**config.mk**
```make
export PLATFORM = sky130hd
export DESIGN_NAME = hilo_muldiv_ctrl
export DESIGN_NICKNAME = d
export VERILOG_FILES = /design/src/rtl/hilo_muldiv_ctrl_pkg.sv /design/src/rtl/hilo_muldiv_ctrl_div_iter.sv /design/src/rtl/hilo_muldiv_ctrl.sv
export SDC_FILE = /design/constraint.sdc
export NUM_CORES = 2
export LEC_CHECK = 0
export ABC_AREA = 1
export CORE_ASPECT_RATIO = 0.6
export CORE_MARGIN = 8
export CORE_UTILIZATION = 53
export CTS_BUF_LIST = sky130_fd_sc_hd__clkbuf_4 sky130_fd_sc_hd__clkbuf_8
export DETAILED_ROUTE_END_ITERATION = 6
export GPL_TIMING_DRIVEN = 0
export PLACE_DENSITY = 0.71
export SETUP_SLACK_MARGIN = 0.5
export SYNTH_ARGS = -nofsm -noshare
export SYNTH_HDL_FRONTEND = slang
export SYNTH_SLANG_ARGS = --single-unit
```
**constraint.sdc**
```tcl
create_clock -name clk -period 10.26 [get_ports clk]
set_input_delay 1.026 -clock clk [delete_from_list [all_inputs] [get_ports clk]]
set_output_delay 1.026 -clock clk [all_outputs]
set_load 0.02 [all_outputs]
```
**src/rtl/hilo_muldiv_ctrl_pkg.sv**
```systemverilog
// Shared definitions for the HI/LO multiply/divide sequencer: op encodings,
// FSM state encodings and the divide step count.
package hilo_muldiv_ctrl_pkg;

    typedef enum logic [2:0] {
        OP_MULT  = 3'b000,
        OP_MULTU = 3'b001,
        OP_DIV   = 3'b010,
        OP_DIVU  = 3'b011,
        OP_MTHI  = 3'b100,
        OP_MTLO  = 3'b101,
        OP_MADD  = 3'b110,
        OP_MSUB  = 3'b111
    } op_e;

    typedef enum logic [1:0] {
        ST_IDLE = 2'b00,
        ST_MUL  = 2'b01,
        ST_DIV  = 2'b10,
        ST_DONE = 2'b11
    } state_e;

    localparam int DIV_STEPS = 32;

    // Plain multiplies that go through the MUL latency path.
    function automatic logic is_mul_op(input op_e op);
        return (op == OP_MULT) || (op == OP_MULTU);
    endfunction

    // Both divide flavours share the restoring divider.
    function automatic logic is_div_op(input op_e op);
        return (op == OP_DIV) || (op == OP_DIVU);
    endfunction

endpackage

```
**src/rtl/hilo_muldiv_ctrl_div_iter.sv**
```systemverilog
// Radix-2 restoring divider datapath working on unsigned magnitudes.
// One quotient bit per step; o_quo/o_rem show the value after the current
// step so the owner can capture the final result on the last step's edge.
module hilo_muldiv_ctrl_div_iter #(
    parameter int WIDTH = 32
) (
    input  logic             clk,
    input  logic             rst,
    input  logic             i_load,
    input  logic             i_step,
    input  logic [WIDTH-1:0] i_dividend,
    input  logic [WIDTH-1:0] i_divisor,
    output logic [WIDTH-1:0] o_quo,
    output logic [WIDTH-1:0] o_rem
);

    logic [WIDTH-1:0] r_rem;
    logic [WIDTH-1:0] r_quo;
    logic [WIDTH-1:0] r_dvs;
    logic [WIDTH:0]   w_trial;
    logic [WIDTH-1:0] w_rem_nxt;
    logic [WIDTH-1:0] w_quo_nxt;

    assign w_trial = {r_rem, r_quo[WIDTH-1]} - {1'b0, r_dvs};

    // Trial subtract: keep the difference when it does not borrow, else restore.
    always_comb begin
        w_rem_nxt = {r_rem[WIDTH-2:0], r_quo[WIDTH-1]};
        w_quo_nxt = {r_quo[WIDTH-2:0], 1'b0};
        if (!w_trial[WIDTH]) begin
            w_rem_nxt = w_trial[WIDTH-1:0];
            w_quo_nxt = {r_quo[WIDTH-2:0], 1'b1};
        end
    end

    // Partial remainder starts at zero; dividend bits shift in through r_quo.
    always_ff @(posedge clk or negedge rst) begin
        if (!rst) begin
            r_rem <= '0;
            r_quo <= '0;
            r_dvs <= '0;
        end else if (i_load) begin
            r_rem <= '0;
            r_quo <= i_dividend;
            r_dvs <= i_divisor;
        end else if (i_step) begin
            r_rem <= w_rem_nxt;
            r_quo <= w_quo_nxt;
        end
    end

    assign o_quo = w_quo_nxt;
    assign o_rem = w_rem_nxt;

endmodule

```
**src/rtl/hilo_muldiv_ctrl.sv**
```systemverilog
// HI/LO writer sequencer: MTHI/MTLO write next cycle, multiplies wait
// MUL_LAT cycles, divides run DIV_STEPS restoring steps, then one DONE
// cycle drives the registered write strobes and data.
// Optional feature macro HILO_MADD_EN enables MADD/MSUB (signed accumulate
// into the HI/LO value sampled at accept); without it ops 110/111 do nothing.
module hilo_muldiv_ctrl
    import hilo_muldiv_ctrl_pkg::*;
#(
    parameter int WIDTH   = 32,
    parameter int MUL_LAT = 2
) (
    input  logic             clk,
    input  logic             rst,
    input  logic             start,
    input  logic [2:0]       op,
    input  logic [WIDTH-1:0] src_a,
    input  logic [WIDTH-1:0] src_b,
    input  logic [WIDTH-1:0] hi_i,
    input  logic [WIDTH-1:0] lo_i,
    input  logic             flush,
    output logic             busy,
    output logic             done,
    output logic             we_hi,
    output logic             we_lo,
    output logic [WIDTH-1:0] hi,
    output logic [WIDTH-1:0] lo
);

    localparam int CNT_W = ($clog2(MUL_LAT) > $clog2(DIV_STEPS)) ? $clog2(MUL_LAT) : $clog2(DIV_STEPS);

    state_e             r_state;
    logic [CNT_W-1:0]   r_cnt;
    logic [WIDTH-1:0]   r_a;
    logic [WIDTH-1:0]   r_b;
    logic               r_signed;
    logic               r_div_zero;
    logic               r_neg_q;
    logic               r_neg_r;
    logic               r_done;
    logic               r_we_hi;
    logic               r_we_lo;
    logic [WIDTH-1:0]   r_hi;
    logic [WIDTH-1:0]   r_lo;

    op_e                w_op;
    logic               w_is_mul;
    logic               w_is_div;
    logic               w_is_acc;
    logic               w_accept;
    logic               w_div_signed;
    logic [WIDTH-1:0]   w_abs_a;
    logic [WIDTH-1:0]   w_abs_b;
    logic [WIDTH-1:0]   w_q_mag;
    logic [WIDTH-1:0]   w_r_mag;
    logic [WIDTH-1:0]   w_quo;
    logic [WIDTH-1:0]   w_rem;
    logic [2*WIDTH-1:0] w_a_ext;
    logic [2*WIDTH-1:0] w_b_ext;
    logic [2*WIDTH-1:0] w_prod;
    logic [2*WIDTH-1:0] w_mul_res;

    assign w_op     = op_e'(op);
    assign w_is_mul = is_mul_op(w_op);
    assign w_is_div = is_div_op(w_op);
    assign w_accept = (r_state == ST_IDLE) && start && !flush;

    assign busy = (w_accept && (w_is_mul || w_is_div || w_is_acc)) ||
                  (r_state == ST_MUL) || (r_state == ST_DIV);

    // The divider only ever sees magnitudes; signs are restored on the way out.
    assign w_div_signed = (w_op == OP_DIV);
    assign w_abs_a = (w_div_signed && src_a[WIDTH-1]) ? -src_a : src_a;
    assign w_abs_b = (w_div_signed && src_b[WIDTH-1]) ? -src_b : src_b;

    assign w_quo = r_div_zero ? '1  : (r_neg_q ? -w_q_mag : w_q_mag);
    assign w_rem = r_div_zero ? r_a : (r_neg_r ? -w_r_mag : w_r_mag);

    // Sign- or zero-extending both operands makes one 2W-bit multiply serve both flavours.
    assign w_a_ext = {{WIDTH{r_signed & r_a[WIDTH-1]}}, r_a};
    assign w_b_ext = {{WIDTH{r_signed & r_b[WIDTH-1]}}, r_b};
    assign w_prod  = w_a_ext * w_b_ext;

`ifdef HILO_MADD_EN
    logic [WIDTH-1:0] r_acc_hi;
    logic [WIDTH-1:0] r_acc_lo;
    logic             r_sub;

    assign w_is_acc  = (w_op == OP_MADD) || (w_op == OP_MSUB);
    assign w_mul_res = r_sub ? ({r_acc_hi, r_acc_lo} - w_prod) : ({r_acc_hi, r_acc_lo} + w_prod);
`else
    logic w_unused_acc;

    assign w_is_acc     = 1'b0;
    assign w_mul_res    = w_prod;
    assign w_unused_acc = ^{hi_i, lo_i};
`endif

    hilo_muldiv_ctrl_div_iter #(
        .WIDTH (WIDTH)
    ) u_div_iter (
        .clk        (clk),
        .rst        (rst),
        .i_load     (w_accept && w_is_div),
        .i_step     ((r_state == ST_DIV) && !flush),
        .i_dividend (w_abs_a),
        .i_divisor  (w_abs_b),
        .o_quo      (w_q_mag),
        .o_rem      (w_r_mag)
    );

    // Sequencer FSM; write strobes are registered so they cover a full cycle.
    always_ff @(posedge clk or negedge rst) begin
        if (!rst) begin
            r_state    <= ST_IDLE;
            r_cnt      <= '0;
            r_a        <= '0;
            r_b        <= '0;
            r_signed   <= 1'b0;
            r_div_zero <= 1'b0;
            r_neg_q    <= 1'b0;
            r_neg_r    <= 1'b0;
            r_done     <= 1'b0;
            r_we_hi    <= 1'b0;
            r_we_lo    <= 1'b0;
            r_hi       <= '0;
            r_lo       <= '0;
`ifdef HILO_MADD_EN
            r_acc_hi   <= '0;
            r_acc_lo   <= '0;
            r_sub      <= 1'b0;
`endif
        end else begin
            r_done  <= 1'b0;
            r_we_hi <= 1'b0;
            r_we_lo <= 1'b0;
            case (r_state)
                ST_IDLE: begin
                    if (w_accept) begin
                        r_a   <= src_a;
                        r_b   <= src_b;
                        r_cnt <= '0;
                        if (w_op == OP_MTHI) begin
                            r_we_hi <= 1'b1;
                            r_hi    <= src_a;
                        end else if (w_op == OP_MTLO) begin
                            r_we_lo <= 1'b1;
                            r_lo    <= src_a;
                        end else if (w_is_mul || w_is_acc) begin
                            r_signed <= (w_op != OP_MULTU);
                            r_state  <= ST_MUL;
`ifdef HILO_MADD_EN
                            r_acc_hi <= w_is_acc ? hi_i : '0;
                            r_acc_lo <= w_is_acc ? lo_i : '0;
                            r_sub    <= (w_op == OP_MSUB);
`endif
                        end else if (w_is_div) begin
                            r_div_zero <= (src_b == '0);
                            r_neg_q    <= w_div_signed && (src_a[WIDTH-1] ^ src_b[WIDTH-1]);
                            r_neg_r    <= w_div_signed && src_a[WIDTH-1];
                            r_state    <= ST_DIV;
                        end
                    end
                end
                ST_MUL: begin
                    if (flush) begin
                        r_state <= ST_IDLE;
                    end else if (r_cnt == CNT_W'(MUL_LAT - 1)) begin
                        r_state      <= ST_DONE;
                        r_done       <= 1'b1;
                        r_we_hi      <= 1'b1;
                        r_we_lo      <= 1'b1;
                        {r_hi, r_lo} <= w_mul_res;
                    end else begin
                        r_cnt <= r_cnt + CNT_W'(1);
                    end
                end
                ST_DIV: begin
                    if (flush) begin
                        r_state <= ST_IDLE;
                    end else if (r_cnt == CNT_W'(DIV_STEPS - 1)) begin
                        r_state <= ST_DONE;
                        r_done  <= 1'b1;
                        r_we_hi <= 1'b1;
                        r_we_lo <= 1'b1;
                        r_hi    <= w_rem;
                        r_lo    <= w_quo;
                    end else begin
                        r_cnt <= r_cnt + CNT_W'(1);
                    end
                end
                ST_DONE: begin
                    r_state <= ST_IDLE;
                end
                default: begin
                    r_state <= ST_IDLE;
                end
            endcase
        end
    end

    assign done  = r_done;
    assign we_hi = r_we_hi;
    assign we_lo = r_we_lo;
    assign hi    = r_hi;
    assign lo    = r_lo;

endmodule

```
* Word-level counts from Yosys, hierarchy flattened
Cells that the tools add are included.
W data, S select, Z words.
** Cells by class
- $add $sub $neg :: 6
- $mul :: 1
- Equality and inequality tests :: 25
- Multiplexer cells :: 55
- Bitwise logic cells :: 6
- Reduce and logical (&&, ||, !) cells :: 26
** Operators by type and width (count)
- $mux W32 :: 24
- $pmux W32 S3 :: 2
- $neg A32 Y32 :: 4
- $mul A33 B33 Y64 :: 1
- $sub A33 B32 Y33 :: 1
- $logic_not A32 Y1 :: 1
- $mux W5 :: 5
- $mux W2 :: 9
- $reduce_and A6 Y1 :: 3
- $pmux W5 S3 :: 1
- $ne A2 B2 Y1 const B :: 7
- $mux W1 :: 10
- $logic_and A1 B1 Y1 :: 8
- $ne A2 B1 Y1 const B :: 4
- $pmux W2 S4 :: 1
- $reduce_and A8 Y1 :: 1
- $reduce_and A7 Y1 :: 1
- $eq A3 B2 Y1 const B :: 2
- $eq A3 B3 Y1 const B :: 2
- $ne A3 B2 Y1 const B :: 2
- $pmux W1 S3 :: 2
- $add A5 B1 Y5 const B :: 1
- $eq A5 B1 Y1 const B :: 1
- $eq A5 B5 Y1 const B :: 1
- 17 further kinds :: 25
** Storage, ports and cells
- Register bits after elaboration :: 238
- Input port bits :: 135
- Output and inout bits :: 68

* Longest topological paths before layout
- Word-level depth :: 8
- Gate-level depth with buffers :: 40

* By module
Synthesis repeated with hierarchy kept, for this count alone.
** Second synthesis, totals
- Cell total of the unflattened synthesis :: 7855
- Area, all modules :: 57705.3 um^2
** Modules (own cells, without submodules)
- hilo_muldiv_ctrl :: times used 1, cells an instance 6721, area an instance 50373.3 um^2
- hilo_muldiv_ctrl_div_iter :: times used 1, cells an instance 1134, area an instance 7332.0 um^2

* Worst setup path after synthesis
OpenSTA, ideal clock, no wires.
- Path kind :: register -> register
- Start :: reg r_a[31]
- End :: reg r_hi[31], in the netlist hi[31]
- Setup time :: 77 ps
- Arrival :: 7565 ps
- Data required time :: 10183 ps
- Setup slack :: 2617 ps
- Stages on the path, launching flop included :: 34
- Clock period less this slack :: 7643 ps
- Path through :: dfrtp_1 -> clkbuf_1 -> clkbuf_1 -> nand2_1 -> nor2_1 -> fa_1 -> inv_1 -> fa_1 -> inv_1 -> fa_1 -> fa_1 -> inv_1 -> fa_1 -> inv_1 -> fa_1 -> inv_1 -> fa_1 -> fa_1 -> inv_1 -> ha_1 -> nand2_1 -> nor2_1 -> inv_1 -> nor2_1 -> nand2_1 -> nor3_1 -> nand2_1 -> o211ai_1 -> a31oi_1 -> a21oi_1 -> o21ai_0 -> nand2_1 -> nand2_1 -> a21oi_1
** On the way
- Cells in the longest elaborated chain, start to end :: 5
- Elaborated cells on any way between the ends :: 8
- Those cells by class :: mul (1); mux (6); bitwise (1)
** RTL lines
- start, declared :: RTL line hilo_muldiv_ctrl.sv:33 : logic [WIDTH-1:0] r_a;
- start signal, assigned :: RTL line hilo_muldiv_ctrl.sv:139 : r_a <= src_a;
- $and A1 B1 Y1 :: RTL line hilo_muldiv_ctrl.sv:79 : assign w_a_ext = {{WIDTH{r_signed & r_a[WIDTH-1]}}, r_a};
- $mul A33 B33 Y64 :: RTL line hilo_muldiv_ctrl.sv:81 : assign w_prod = w_a_ext * w_b_ext;
- $mux W32 :: RTL line hilo_muldiv_ctrl.sv:167 : end else if (r_cnt == CNT_W'(MUL_LAT - 1)) begin
- $mux W32 :: RTL line hilo_muldiv_ctrl.sv:165 : if (flush) begin
- $pmux W32 S3 * :: RTL line hilo_muldiv_ctrl.sv:136 : case (r_state)
- end signal, assigned :: RTL line hilo_muldiv_ctrl.sv:144 : r_hi <= src_a;
- end signal, assigned :: RTL line hilo_muldiv_ctrl.sv:172 : {r_hi, r_lo} <= w_mul_res;
- end signal, assigned :: RTL line hilo_muldiv_ctrl.sv:185 : r_hi <= w_rem;
- end, declared :: RTL line hilo_muldiv_ctrl.sv:42 : logic [WIDTH-1:0] r_hi;
Every way passes the cells marked *; elsewhere a longest branch is shown, timed or not. The select of a mux whose other input is x is not followed.
A chain may end at the register's enable or synchronous reset.

* Final worst setup path
- Start :: reg r_b[20]
- End :: reg r_hi[30], in the netlist hi[30]
** On the way
- Cells in the longest elaborated chain, start to end :: 4
** RTL lines
- start, declared :: RTL line hilo_muldiv_ctrl.sv:34 : logic [WIDTH-1:0] r_b;
- start signal, assigned :: RTL line hilo_muldiv_ctrl.sv:140 : r_b <= src_b;
- $mul A33 B33 Y64 :: RTL line hilo_muldiv_ctrl.sv:81
- $mux W32 :: RTL line hilo_muldiv_ctrl.sv:167
- $mux W32 :: RTL line hilo_muldiv_ctrl.sv:165
- $pmux W32 S3 :: RTL line hilo_muldiv_ctrl.sv:136
No other way between the ends. The select of a mux whose other input is x is not followed.

==> results by group <==
Outcome
  – Status: complete, but fails checks
  – Failing checks: design-rule violations

Synthesis
  – Leading area contributor after synthesis: fa_1
  – EDFF count, synth: 0
  – Top post-synthesis cells by count: nand2_1 (1936), inv_1 (1890), fa_1 (1126)
  – Seq/Total Area, Yosys: 10.64%
  – Synth warnings: 0
  – Register bit total from synthesis: 238
  – Synth area leaders: fa_1 (40%), nand2_1 (13%), inv_1 (13%)
  – Top_reg_cell synth: dfrtp_1
  – Post-synthesis cell type count: 59
  – Synthesized net count: 8902
  – Post-Syn Area: 0.05598 mm^2
  – Ys async rst share: 100.0%
  – Syn Inst Count: 7386
  – Synth Area per Inst: 7.579 um^2
  – Most common cell in the netlist: nand2_1
  – Yosys top cell area share: 40.27%

Global routing
  – Antenna violations before repair: 12
  – GRT Overall Usage: 43.00%
  – Largest net degree at the start of global routing: 111
  – First-pass GRT wire length: 361.4 mm
  – Total gr overflow: 0
  – Vias in the first global route: 50192

Timing
  – Fin crit share: 95.71%
  – Post-route minimum period: 9.820 ns
  – Max Freq: 0.1018 GHz
  – Worst slew pin tran: 1.477 ns
  – Fin. max-slew vios: 0
  – Min Hold Slack: 0.3717 ns
  – Max_slew headroom: 1.557%
  – Final hold vios: 0
  – Final setup margin: 0.4402 ns
  – RSZ-0062 raised after global routing: true
  – Setup-failing EPs final: 0
  – Worst Clk Skew: 0.07400 ns

Setup path
  – Reg2reg setup slack: 0.44 ns
  – Crit path largest cell delay: 1.13 ns
  – Crit path launch type: register
  – WP buf/inv: 5
  – Worst path depth: 29
  – Crit path DAT: 10.31 ns
  – WS Path Type: reg -> reg
  – Capturing point of the worst reg2reg path: hi[30]$_DFFE_PN0P_
  – R2R cell count: 29
  – Critical Path Most Common Cell: fa_1
  – Worst r2r src: r_b[20]$_DFFE_PN0P_
  – CP Capture Point: hi[30]$_DFFE_PN0P_
  – Crit path from: r_b[20]$_DFFE_PN0P_
  – CP Max Fanout: 10
  – CP top delay family: adder cells
  – Slowest cell on crit path: clkbuf_1
  – Worst Setup End Kind: register
  – Worst EP required: 10.75 ns

Placement
  – Post-DP HPWL: 216.0 mm
  – Cell Area, Placed: 0.05919 mm^2
  – Port Buffers: 138
  – Final Wtd Congestion: 1.091
  – Pre-CTS setup slack: -0.4116 ns

CTS
  – CTS H-tree depth: 2
  – CTS tree: yes
  – CTS Buf Count: 35
  – CTS root buffer: clkbuf_8
  – Clk sinks: 238
  – Clk_lat worst skew: 0.63 ns
  – Clock-pin slew on the worst setup and hold paths: 0.08 ns
  – Number of buffers inserted by hold repair at cts: 0
  – Max clock buf depth: 3

Routing
  – WL/cell: 28.29 um
  – Post-Route WL: 255.2 mm
  – DR iter-0 viols: 8606
  – Vias: 53133
  – Residual DRC count: 41
  – Drt pass-1 iters: 7
  – Antenna viol nets, final: 0
  – DR vias/cell: 5.889

Die
  – Row count: 92
  – Starting density of the core: 53.38%
  – I/O pins: 203
  – Core Box Area: 0.1049 mm^2
  – Die ar.: 0.1166 mm^2
  – Width of the die: 435.6 um
  – Die Y: 267.7 um

Finish
  – Nets: 9086
  – Fraction of layout cells with a size suffix above 1: 4.517%
  – Area Growth Syn to Fin: 7.852%
  – Final Cell Area: 0.06038 mm^2

Run
  – Max-Cap Viols: 0

Min path
  – Hold crit path type: in -> async
[through the flow]
step	util, %	instances	setup TNS, ns
3_5_place_dp	56.44	8936	-2.418
3_3_place_gp	56.38	8934	-643.68
2_1_floorplan	-	7386	0
5_1_grt	57.54	9007	0
6_report	57.58	9022	0
4_1_cts	57.33	8997	0
[final cells by class]
| type | instances | area (um^2) |
|---|---|---|
| repair buffers | 147 | 1494 |
| diodes | 19 | 47.55 |
| clock inverters | 8 | 82.58 |
| plain buffers | 369 | 1705 |
| well taps | 1410 | 1764 |
| inverters | 1904 | 7162 |
| multi-input cells | 4875 | 41490 |
| flip-flops and latches | 238 | 5957 |
| fillers | 10090 | 44490 |
| clock buffers | 52 | 671.9 |
[sequential cells by signal, indices dropped and copies added (netlist names)]
register          count
r_signed              1
lo                   32
u_div_iter.r_dvs     32
r_neg_r               1
hi                   32
r_div_zero            1
r_state               2
we_hi                 1
r_a                  32
r_neg_q               1
u_div_iter.r_rem     32
we_lo                 1
r_cnt                 5
done                  1
u_div_iter.r_quo     32
r_b                  32
[logic make-up (layout without fill, tap and decap cells)]
family          after synthesis  after routing  synth area share [%]
other cells                   0             19                     0
compound gates              709            709                 7.244
fa+ha+maj                  1381           1381                 45.97
flops                       238            238                 10.64
simple gates               2705           2705                 19.57
xor+xnor                     80             80                 1.252
buf+inv                    2273           2480                 15.33
[layer usage]
layer / global-route usage, % / routed length, um / vias to the layer above
met5: 0.5641 / 621 / -
met4: 11.66 / 8953 / 14
met3: 26.35 / 53200 / 549
met2: 51.15 / 87580 / 4428
met1: 63.44 / 104900 / 26224
li1: - / - / 21918
[cells in the final DEF (no fill, tap or decap), types with 30 or more instances in the layout]
cell             count
o221ai_1            32
a31oi_1             36
clkbuf_8            46
o21ai_0            248
xnor2_1             32
ha_1               255
nand2_2             30
a21oi_1            221
clkdlybuf4s50_1    137
nand3_1            190
nor3_1              37
clkbuf_2           118
o22ai_1             57
nand2_1           1935
nor2_1             398
xor2_1              48
inv_1             1886
dfrtp_1            237
fa_1              1122
clkbuf_1           196
[repair_timing]
item	CTS	global route
pin swaps	0	1
setup endpoints to repair	28	24
setup buffers	1	6
resized for setup	88	211
cloned	0	0
[worst min path at each step]
stage | slack, ns | cells past startpoint | from | endpoint
floorplan | 0.45 | 2 | u_div_iter.r_dvs[13]$_DFFE_PN0P_ | u_div_iter.r_dvs[13]$_DFFE_PN0P_
global route | 0.41 | 1 | rst | r_b[27]$_DFFE_PN0P_
detailed placement | 0.48 | 2 | u_div_iter.r_dvs[13]$_DFFE_PN0P_ | u_div_iter.r_dvs[13]$_DFFE_PN0P_
CTS | 0.39 | 1 | rst | r_b[27]$_DFFE_PN0P_
global placement | 0.47 | 2 | lo[12]$_DFFE_PN0P_ | lo[12]$_DFFE_PN0P_
finish | 0.37 | 1 | rst | r_b[17]$_DFFE_PN0P_
[worst register-to-register path: cells and delay by family, from the launching register on]
family / cells / cell delay [ns]
compound gates: 8 / 1.77
fa+ha+maj: 9 / 4.60
buf+inv: 5 / 1.84
flops: 1 / 0.33
simple gates: 7 / 1.18
Power is left out: the tool's default activity adds up to more than one toggle a clock period on the data nets, which glitch-free logic cannot reach.
